[src/rtl/ex_mem_if.sv]
// EX/MEM pipeline boundary signals: EX-side inputs, MEM-side registered outputs,
// and the multi-cycle partial-product loop back to EX.
interface ex_mem_if;
    logic        flush;
    logic        ex_stall;
    logic        mem_stall;

    logic [4:0]  ex_wd;
    logic        ex_wreg;
    logic [31:0] ex_wdata;
    logic [31:0] ex_hi;
    logic [31:0] ex_lo;
    logic        ex_whilo;
    logic [7:0]  ex_aluop;
    logic [31:0] ex_mem_addr;
    logic [31:0] ex_reg2;
    logic [63:0] hilo_temp_i;
    logic [1:0]  cnt_i;

    logic [4:0]  mem_wd;
    logic        mem_wreg;
    logic [31:0] mem_wdata;
    logic [31:0] mem_hi;
    logic [31:0] mem_lo;
    logic        mem_whilo;
    logic [7:0]  mem_aluop;
    logic [31:0] mem_mem_addr;
    logic [31:0] mem_reg2;
    logic [63:0] hilo_temp_o;
    logic [1:0]  cnt_o;

    // The pipeline register itself.
    modport slave (
        input  flush, ex_stall, mem_stall,
        input  ex_wd, ex_wreg, ex_wdata, ex_hi, ex_lo, ex_whilo,
        input  ex_aluop, ex_mem_addr, ex_reg2, hilo_temp_i, cnt_i,
        output mem_wd, mem_wreg, mem_wdata, mem_hi, mem_lo, mem_whilo,
        output mem_aluop, mem_mem_addr, mem_reg2, hilo_temp_o, cnt_o
    );

    // The surrounding EX stage / stall controller.
    modport master (
        output flush, ex_stall, mem_stall,
        output ex_wd, ex_wreg, ex_wdata, ex_hi, ex_lo, ex_whilo,
        output ex_aluop, ex_mem_addr, ex_reg2, hilo_temp_i, cnt_i,
        input  mem_wd, mem_wreg, mem_wdata, mem_hi, mem_lo, mem_whilo,
        input  mem_aluop, mem_mem_addr, mem_reg2, hilo_temp_o, cnt_o
    );
endinterface

[src/rtl/ex_mem.sv]
// EX/MEM pipeline register with flush, hold, bubble and capture, plus the
// MADD/MSUB partial-product loop that survives EX stalls.
module ex_mem (
    input  logic     clk,
    input  logic     rst,
    ex_mem_if.slave  bus
);

    logic [4:0]  wd_q,       wd_d;
    logic        wreg_q,     wreg_d;
    logic [31:0] wdata_q,    wdata_d;
    logic [31:0] hi_q,       hi_d;
    logic [31:0] lo_q,       lo_d;
    logic        whilo_q,    whilo_d;
    logic [7:0]  aluop_q,    aluop_d;
    logic [31:0] mem_addr_q, mem_addr_d;
    logic [31:0] reg2_q,     reg2_d;
    logic [63:0] hilo_tmp_q, hilo_tmp_d;
    logic [1:0]  cnt_q,      cnt_d;

    always_comb begin
        wd_d       = wd_q;
        wreg_d     = wreg_q;
        wdata_d    = wdata_q;
        hi_d       = hi_q;
        lo_d       = lo_q;
        whilo_d    = whilo_q;
        aluop_d    = aluop_q;
        mem_addr_d = mem_addr_q;
        reg2_d     = reg2_q;
        hilo_tmp_d = hilo_tmp_q;
        cnt_d      = cnt_q;

        if (bus.flush) begin
            wd_d       = '0;
            wreg_d     = 1'b0;
            wdata_d    = '0;
            hi_d       = '0;
            lo_d       = '0;
            whilo_d    = 1'b0;
            aluop_d    = '0;
            mem_addr_d = '0;
            reg2_d     = '0;
            hilo_tmp_d = '0;
            cnt_d      = '0;
        end else if (bus.mem_stall) begin
            // Hold: defaults already retain every register.
        end else if (bus.ex_stall) begin
            // Bubble keeps the multi-cycle partial result alive for EX.
            wd_d       = '0;
            wreg_d     = 1'b0;
            wdata_d    = '0;
            hi_d       = '0;
            lo_d       = '0;
            whilo_d    = 1'b0;
            aluop_d    = '0;
            mem_addr_d = '0;
            reg2_d     = '0;
            hilo_tmp_d = bus.hilo_temp_i;
            cnt_d      = bus.cnt_i;
        end else begin
            wd_d       = bus.ex_wd;
            wreg_d     = bus.ex_wreg;
            wdata_d    = bus.ex_wdata;
            hi_d       = bus.ex_hi;
            lo_d       = bus.ex_lo;
            whilo_d    = bus.ex_whilo;
            aluop_d    = bus.ex_aluop;
            mem_addr_d = bus.ex_mem_addr;
            reg2_d     = bus.ex_reg2;
            hilo_tmp_d = '0;
            cnt_d      = '0;
        end
    end

    always_ff @(posedge clk) begin
        if (rst) begin
            wd_q       <= '0;
            wreg_q     <= 1'b0;
            wdata_q    <= '0;
            hi_q       <= '0;
            lo_q       <= '0;
            whilo_q    <= 1'b0;
            aluop_q    <= '0;
            mem_addr_q <= '0;
            reg2_q     <= '0;
            hilo_tmp_q <= '0;
            cnt_q      <= '0;
        end else begin
            wd_q       <= wd_d;
            wreg_q     <= wreg_d;
            wdata_q    <= wdata_d;
            hi_q       <= hi_d;
            lo_q       <= lo_d;
            whilo_q    <= whilo_d;
            aluop_q    <= aluop_d;
            mem_addr_q <= mem_addr_d;
            reg2_q     <= reg2_d;
            hilo_tmp_q <= hilo_tmp_d;
            cnt_q      <= cnt_d;
        end
    end

    assign bus.mem_wd       = wd_q;
    assign bus.mem_wreg     = wreg_q;
    assign bus.mem_wdata    = wdata_q;
    assign bus.mem_hi       = hi_q;
    assign bus.mem_lo       = lo_q;
    assign bus.mem_whilo    = whilo_q;
    assign bus.mem_aluop    = aluop_q;
    assign bus.mem_mem_addr = mem_addr_q;
    assign bus.mem_reg2     = reg2_q;
    assign bus.hilo_temp_o  = hilo_tmp_q;
    assign bus.cnt_o        = cnt_q;

endmodule

[src/flat_wrapper.sv]
// flat-port wrapper written by rule: the top's interface ports become plain ports
module ex_mem_flat 
  (clk, rst, bus_flush, bus_ex_stall, bus_mem_stall, bus_ex_wd, bus_ex_wreg, bus_ex_wdata, bus_ex_hi, bus_ex_lo, bus_ex_whilo, bus_ex_aluop, bus_ex_mem_addr, bus_ex_reg2, bus_hilo_temp_i, bus_cnt_i, bus_mem_wd, bus_mem_wreg, bus_mem_wdata, bus_mem_hi, bus_mem_lo, bus_mem_whilo, bus_mem_aluop, bus_mem_mem_addr, bus_mem_reg2, bus_hilo_temp_o, bus_cnt_o);
  ex_mem_if bus_i ();
  input  logic clk;
  input  logic rst;
  input wire logic [$bits(bus_i.flush)-1:0] bus_flush;
  input wire logic [$bits(bus_i.ex_stall)-1:0] bus_ex_stall;
  input wire logic [$bits(bus_i.mem_stall)-1:0] bus_mem_stall;
  input wire logic [$bits(bus_i.ex_wd)-1:0] bus_ex_wd;
  input wire logic [$bits(bus_i.ex_wreg)-1:0] bus_ex_wreg;
  input wire logic [$bits(bus_i.ex_wdata)-1:0] bus_ex_wdata;
  input wire logic [$bits(bus_i.ex_hi)-1:0] bus_ex_hi;
  input wire logic [$bits(bus_i.ex_lo)-1:0] bus_ex_lo;
  input wire logic [$bits(bus_i.ex_whilo)-1:0] bus_ex_whilo;
  input wire logic [$bits(bus_i.ex_aluop)-1:0] bus_ex_aluop;
  input wire logic [$bits(bus_i.ex_mem_addr)-1:0] bus_ex_mem_addr;
  input wire logic [$bits(bus_i.ex_reg2)-1:0] bus_ex_reg2;
  input wire logic [$bits(bus_i.hilo_temp_i)-1:0] bus_hilo_temp_i;
  input wire logic [$bits(bus_i.cnt_i)-1:0] bus_cnt_i;
  output wire logic [$bits(bus_i.mem_wd)-1:0] bus_mem_wd;
  output wire logic [$bits(bus_i.mem_wreg)-1:0] bus_mem_wreg;
  output wire logic [$bits(bus_i.mem_wdata)-1:0] bus_mem_wdata;
  output wire logic [$bits(bus_i.mem_hi)-1:0] bus_mem_hi;
  output wire logic [$bits(bus_i.mem_lo)-1:0] bus_mem_lo;
  output wire logic [$bits(bus_i.mem_whilo)-1:0] bus_mem_whilo;
  output wire logic [$bits(bus_i.mem_aluop)-1:0] bus_mem_aluop;
  output wire logic [$bits(bus_i.mem_mem_addr)-1:0] bus_mem_mem_addr;
  output wire logic [$bits(bus_i.mem_reg2)-1:0] bus_mem_reg2;
  output wire logic [$bits(bus_i.hilo_temp_o)-1:0] bus_hilo_temp_o;
  output wire logic [$bits(bus_i.cnt_o)-1:0] bus_cnt_o;
  assign bus_i.flush = bus_flush;
  assign bus_i.ex_stall = bus_ex_stall;
  assign bus_i.mem_stall = bus_mem_stall;
  assign bus_i.ex_wd = bus_ex_wd;
  assign bus_i.ex_wreg = bus_ex_wreg;
  assign bus_i.ex_wdata = bus_ex_wdata;
  assign bus_i.ex_hi = bus_ex_hi;
  assign bus_i.ex_lo = bus_ex_lo;
  assign bus_i.ex_whilo = bus_ex_whilo;
  assign bus_i.ex_aluop = bus_ex_aluop;
  assign bus_i.ex_mem_addr = bus_ex_mem_addr;
  assign bus_i.ex_reg2 = bus_ex_reg2;
  assign bus_i.hilo_temp_i = bus_hilo_temp_i;
  assign bus_i.cnt_i = bus_cnt_i;
  assign bus_mem_wd = bus_i.mem_wd;
  assign bus_mem_wreg = bus_i.mem_wreg;
  assign bus_mem_wdata = bus_i.mem_wdata;
  assign bus_mem_hi = bus_i.mem_hi;
  assign bus_mem_lo = bus_i.mem_lo;
  assign bus_mem_whilo = bus_i.mem_whilo;
  assign bus_mem_aluop = bus_i.mem_aluop;
  assign bus_mem_mem_addr = bus_i.mem_mem_addr;
  assign bus_mem_reg2 = bus_i.mem_reg2;
  assign bus_hilo_temp_o = bus_i.hilo_temp_o;
  assign bus_cnt_o = bus_i.cnt_o;
  ex_mem u_core (.clk(clk), .rst(rst), .bus(bus_i));
endmodule
[config.mk]
export PLATFORM = sky130hd
export DESIGN_NAME = ex_mem_flat
export DESIGN_NICKNAME = d
export VERILOG_FILES = /design/src/rtl/ex_mem_if.sv /design/src/rtl/ex_mem.sv /design/src/flat_wrapper.sv
export SDC_FILE = /design/constraint.sdc
export NUM_CORES = 1
export LEC_CHECK = 0
export ABC_AREA = 1
export CORE_AREA = 2 2 192 194
export DETAILED_ROUTE_END_ITERATION = 10
export DIE_AREA = 0 0 194 196
export SYNTH_ARGS = -nofsm -noshare
export SYNTH_HDL_FRONTEND = slang
export SYNTH_SLANG_ARGS = --single-unit
[constraint.sdc]
create_clock -name clk -period 3.1 [get_ports clk]
set_input_delay 0.465 -clock clk [delete_from_list [all_inputs] [get_ports clk]]
set_output_delay 0.465 -clock clk [all_outputs]
set_load 0.05 [all_outputs]
# ---- Word-level counts from Yosys, hierarchy flattened
# Cells that the tools add are included.
dict set report op_classes {
  add_sub_neg 0
  multipliers 0
  div_mod_pow 0
  order_cmp 0
  eq_ne 0
  shifts 0
  muxes 11
  bitwise 0
  n_reduce_logical 1
}
# cell count
set ops {}
lappend ops {{32-bit 2-to-1 mux} 5}
lappend ops {{64-bit 2-to-1 mux} 1}
lappend ops {{8-bit 2-to-1 mux} 1}
lappend ops {{5-bit 2-to-1 mux} 1}
lappend ops {{1-bit 2-to-1 mux} 2}
lappend ops {{2-bit 2-to-1 mux} 1}
lappend ops {{2-bit OR reduction} 1}
dict set report word_totals {
  register_bits 241
  latchBits 0
  ramBits 0
  romBits 0
  inputBits 246
  output_inout_bits 241
  wordCells 23
  n_memories 0
}

# ---- Logic depth before layout (Yosys ltp)
dict set report depth {
  ltp_word 1
  depth_mapped 6
  ltp_nobuf 3
}

# ---- Least setup slack after synthesis
# OpenSTA, ideal clock, no wires.
dict set report synth_timing {
  kind {input to register}
  from {input port rst}
  to {register u_core.hilo_tmp_q[46], in the netlist u_core.bus.hilo_temp_o[46]}
  setup_time_ns 0.070
  arrival_time_ns 1.211
  setup_slack_ns 1.819
  path_stages 5
  n_path_buf 3
  cell_sequence {or2_1 > buf_2 > buf_6 > buf_4 > a21oi_1}
}
dict set report synth_via {
  elab_chain_cells 1
}
# element line
set synth_rtl {}
lappend synth_rtl {{start: declaration} flat_wrapper.sv:6} ;# input logic rst;
lappend synth_rtl {{2-bit OR reduction (no source line)} -}
lappend synth_rtl {{end signal: assignment} ex_mem.sv:99} ;# hilo_tmp_q <= hilo_tmp_d;
lappend synth_rtl {{end: declaration} ex_mem.sv:18} ;# logic [63:0] hilo_tmp_q, hilo_tmp_d;
# Every way passes these cells.
# A chain may end at the register's enable or synchronous reset.

# ---- Worst setup path after layout
dict set report layout_timing {
  from {register u_core.hilo_tmp_q[12], in the netlist u_core.bus.hilo_temp_o[12]}
  to {output port bus_hilo_temp_o[12]}
}
# element line
set layout_rtl {}
lappend layout_rtl {{end: declaration} flat_wrapper.sv:30} ;# output wire logic [$bits(bus_i.hilo_temp_o)-1:0] bus_hilo_temp_o;
# No word-level cell between the ends.

==> impl_metrics.env <==
export IMPL_powerDensity_mw_per_mm2=498
export IMPL_vdd_drop_max_mv=0.390
export IMPL_crit_fanout=2
export IMPL_pre_cts_slack_ps=1000
export IMPL_drtIter0Drc=349
export IMPL_final_max_slew_viol_count=0
export IMPL_ys_seq_elements=241
export IMPL_timing_hold_ws_ps=401
export IMPL_yosysUniqueCellTypes=11
export IMPL_fmax_mhz=444
export IMPL_r2r_slack_ps=2390
export IMPL_rr_endpoint="u_core.bus.mem_hi[21]"
export IMPL_yosysTopAreaCell="dfxtp_1"
export IMPL_holdCritStartpoint="bus_mem_stall"
export IMPL_worstSetupStartpointType="flop"
export IMPL_via_count=8615
export IMPL_ant_nets=0
export IMPL_hold_viol=0
export IMPL_clock_sinks=241
export IMPL_fin_crit_ps=2250
export IMPL_port_buffers=486
export IMPL_rsz0062_at_grt="false"
export IMPL_cap_violations=0
export IMPL_initial_core_util_pct=23.7
export IMPL_setup_tns_ps=0
export IMPL_worstSetupPathType="reg -> out"
export IMPL_netlist_instances=1054
export IMPL_max_stage_delay_ps=860
export IMPL_rr_startpoint="u_core.bus.mem_hi[21]"
export IMPL_grt_pass1_vias=8331
export IMPL_status="complete, no violations"
export IMPL_stdcell_area_sq_mm=0.0144
export IMPL_grt_usage_pct=15.0
export IMPL_fin_cells=1981
export IMPL_htree_num_levels=1
export IMPL_worst_r2r_cell_count=2
export IMPL_syn_area_sq_mm=0.00855
export IMPL_placed_cell_area_sq_mm=0.0136
export IMPL_drive_gt1_share_pct=3.44
export IMPL_clockRootBuffer="clkbuf_16"
export IMPL_finalSetupViolCount=0
export IMPL_die_area_sq_mm=0.0380
export IMPL_synth_avg_cell_area_sq_um=8.11
export IMPL_hold_path_end="u_core.bus.hilo_temp_o[8]"
export IMPL_syn_num_nets=1300
export IMPL_cts_hold_fix_buffers=0
export IMPL_grt_max_degree=121
export IMPL_layout_nets=1741
export IMPL_worst_ep_required_time_ps=2630
export IMPL_core_area_sq_mm=0.0361
export IMPL_power_mw=7.16
export IMPL_final_core_util_pct=39.8
export IMPL_relSlewSlack_pct=35.2
export IMPL_die_x_microns=194
export IMPL_pin_count=487
export IMPL_hpwl_mm=20.9
export IMPL_worstPathArrival_ps=1790
export IMPL_grt_overflow_total=0
export IMPL_insertion_delay_ps=530
export IMPL_drc=0
export IMPL_synthTopCellsByArea="dfxtp_1 (56%), nand2_1 (18%), a21oi_1 (14%), nand3_1 (3.9%), buf_6 (3.0%)"
export IMPL_synth_warnings=0
export IMPL_power_leakage_nw=4.83
export IMPL_antenna_cells=0
export IMPL_tightest_slew_ps=972
export IMPL_num_rows=70
export IMPL_cts_resized=0
export IMPL_ys_seq_area_share_pct=56.5
export IMPL_wl_mm=30.2
export IMPL_path_clk_slew_ps=60
export IMPL_crit_buf_inv=1
export IMPL_timing_final_crit_share_pct=72.6
export IMPL_firstDrtPassIters=4
export IMPL_fp_dieH_microns=196
export IMPL_synth_top_area_share_pct=56.5
export IMPL_numCtsBuffers=27
export IMPL_avgViaCountPerCell=4.35
export IMPL_post_cts_buffers=0
export IMPL_grt_pass1_wl_mm=46.4
export IMPL_syn2layout_area_growth_pct=68.1
export IMPL_fin_skew_ps=0
export IMPL_antenna_found_initial=0
export IMPL_dp_cells=1934
export IMPL_layout_setup_ws_ps=850
export IMPL_min_path_cells=3
export IMPL_min_path_type="in -> reg"
export IMPL_final_cell_mix="clkdlybuf4s50_1 (484), nand2_1 (416), a21oi_1 (241), dfxtp_1 (241), nand3_1 (66)"
export IMPL_gp_congestion=0.792
export IMPL_cpMaxStageDelayCell="clkdlybuf4s50_1"
export IMPL_crit_path_end_kind="output port"
export IMPL_path_delay_family="buffers and inverters"
export IMPL_cts_tree="yes"
export IMPL_wl_per_cell_microns=15.2
export IMPL_path_cells="clkdlybuf4s50_1"
export IMPL_cts_max_path_buffers=3
export IMPL_layout_commonest_cell="clkdlybuf4s50_1"
synthesized netlist by cell type, drive strengths merged:
| cell type | instances |
|---|---|
| a21oi | 241 |
| buf | 73 |
| clkbuf | 14 |
| dfxtp | 241 |
| inv | 1 |
| nand2 | 416 |
| nand3 | 66 |
| nor2 | 1 |
| or2 | 1 |
flip-flops by register name, summed over array words and instances (netlist names):
signal                   flops
u_core.bus.cnt_o             2
u_core.bus.mem_lo           32
u_core.bus.hilo_temp_o      64
u_core.bus.mem_mem_addr     32
u_core.bus.mem_reg2         32
u_core.bus.mem_aluop         8
u_core.bus.mem_wreg          1
u_core.bus.mem_whilo         1
u_core.bus.mem_wd            5
u_core.bus.mem_hi           32
u_core.bus.mem_wdata        32
area by class of cell:
class | instances | area [sq um]
Sequential cell | 241 | 4820
Fill cell | 3704 | 21700
Tap cell | 468 | 586
Clock buffer | 43 | 766
Clock inverter | 4 | 48.8
Inverter | 1 | 3.75
Multi-Input combinational cell | 725 | 3120
Timing Repair Buffer | 499 | 5020
layer usage:
metal	wire, microns	up-vias	global-route usage [%]
met3	2730	53	5.09
met5	0	-	0
met2	14300	357	25.5
li1	-	4299	-
met1	12400	3906	17.8
met4	825	0	4.85
worst max-delay path by stage:
stage,startpoint,end,slack [ps],depth (start not counted)
2_1_floorplan,rst,u_core.bus.hilo_temp_o[46],1820,5
4_1_cts,u_core.bus.hilo_temp_o[12],bus_hilo_temp_o[12],790,1
3_3_place_gp,bus_mem_stall,u_core.bus.mem_hi[22],1020,5
5_1_grt,u_core.bus.hilo_temp_o[15],bus_hilo_temp_o[15],780,1
3_5_place_dp,bus_mem_stall,u_core.bus.mem_hi[14],1000,5
6_report,u_core.bus.hilo_temp_o[12],bus_hilo_temp_o[12],850,1
power breakdown:
part	switching, mW	internal, mW	total [mW]
combinational	0.521	0.445	0.966
clock	1.24	1.76	3.00
sequential	0.0321	3.16	3.19
total	1.80	5.37	7.16
cell families (layout without fill, tap and decap cells):
| group | after synthesis | count (layout) | synth area share (%) |
|---|---|---|---|
| compound gates | 241 | 241 | 14.1 |
| flops | 241 | 241 | 56.5 |
| simple gates | 484 | 484 | 22.3 |
| buf+inv | 88 | 547 | 7.09 |
Power figures use the tool's default switching activity.
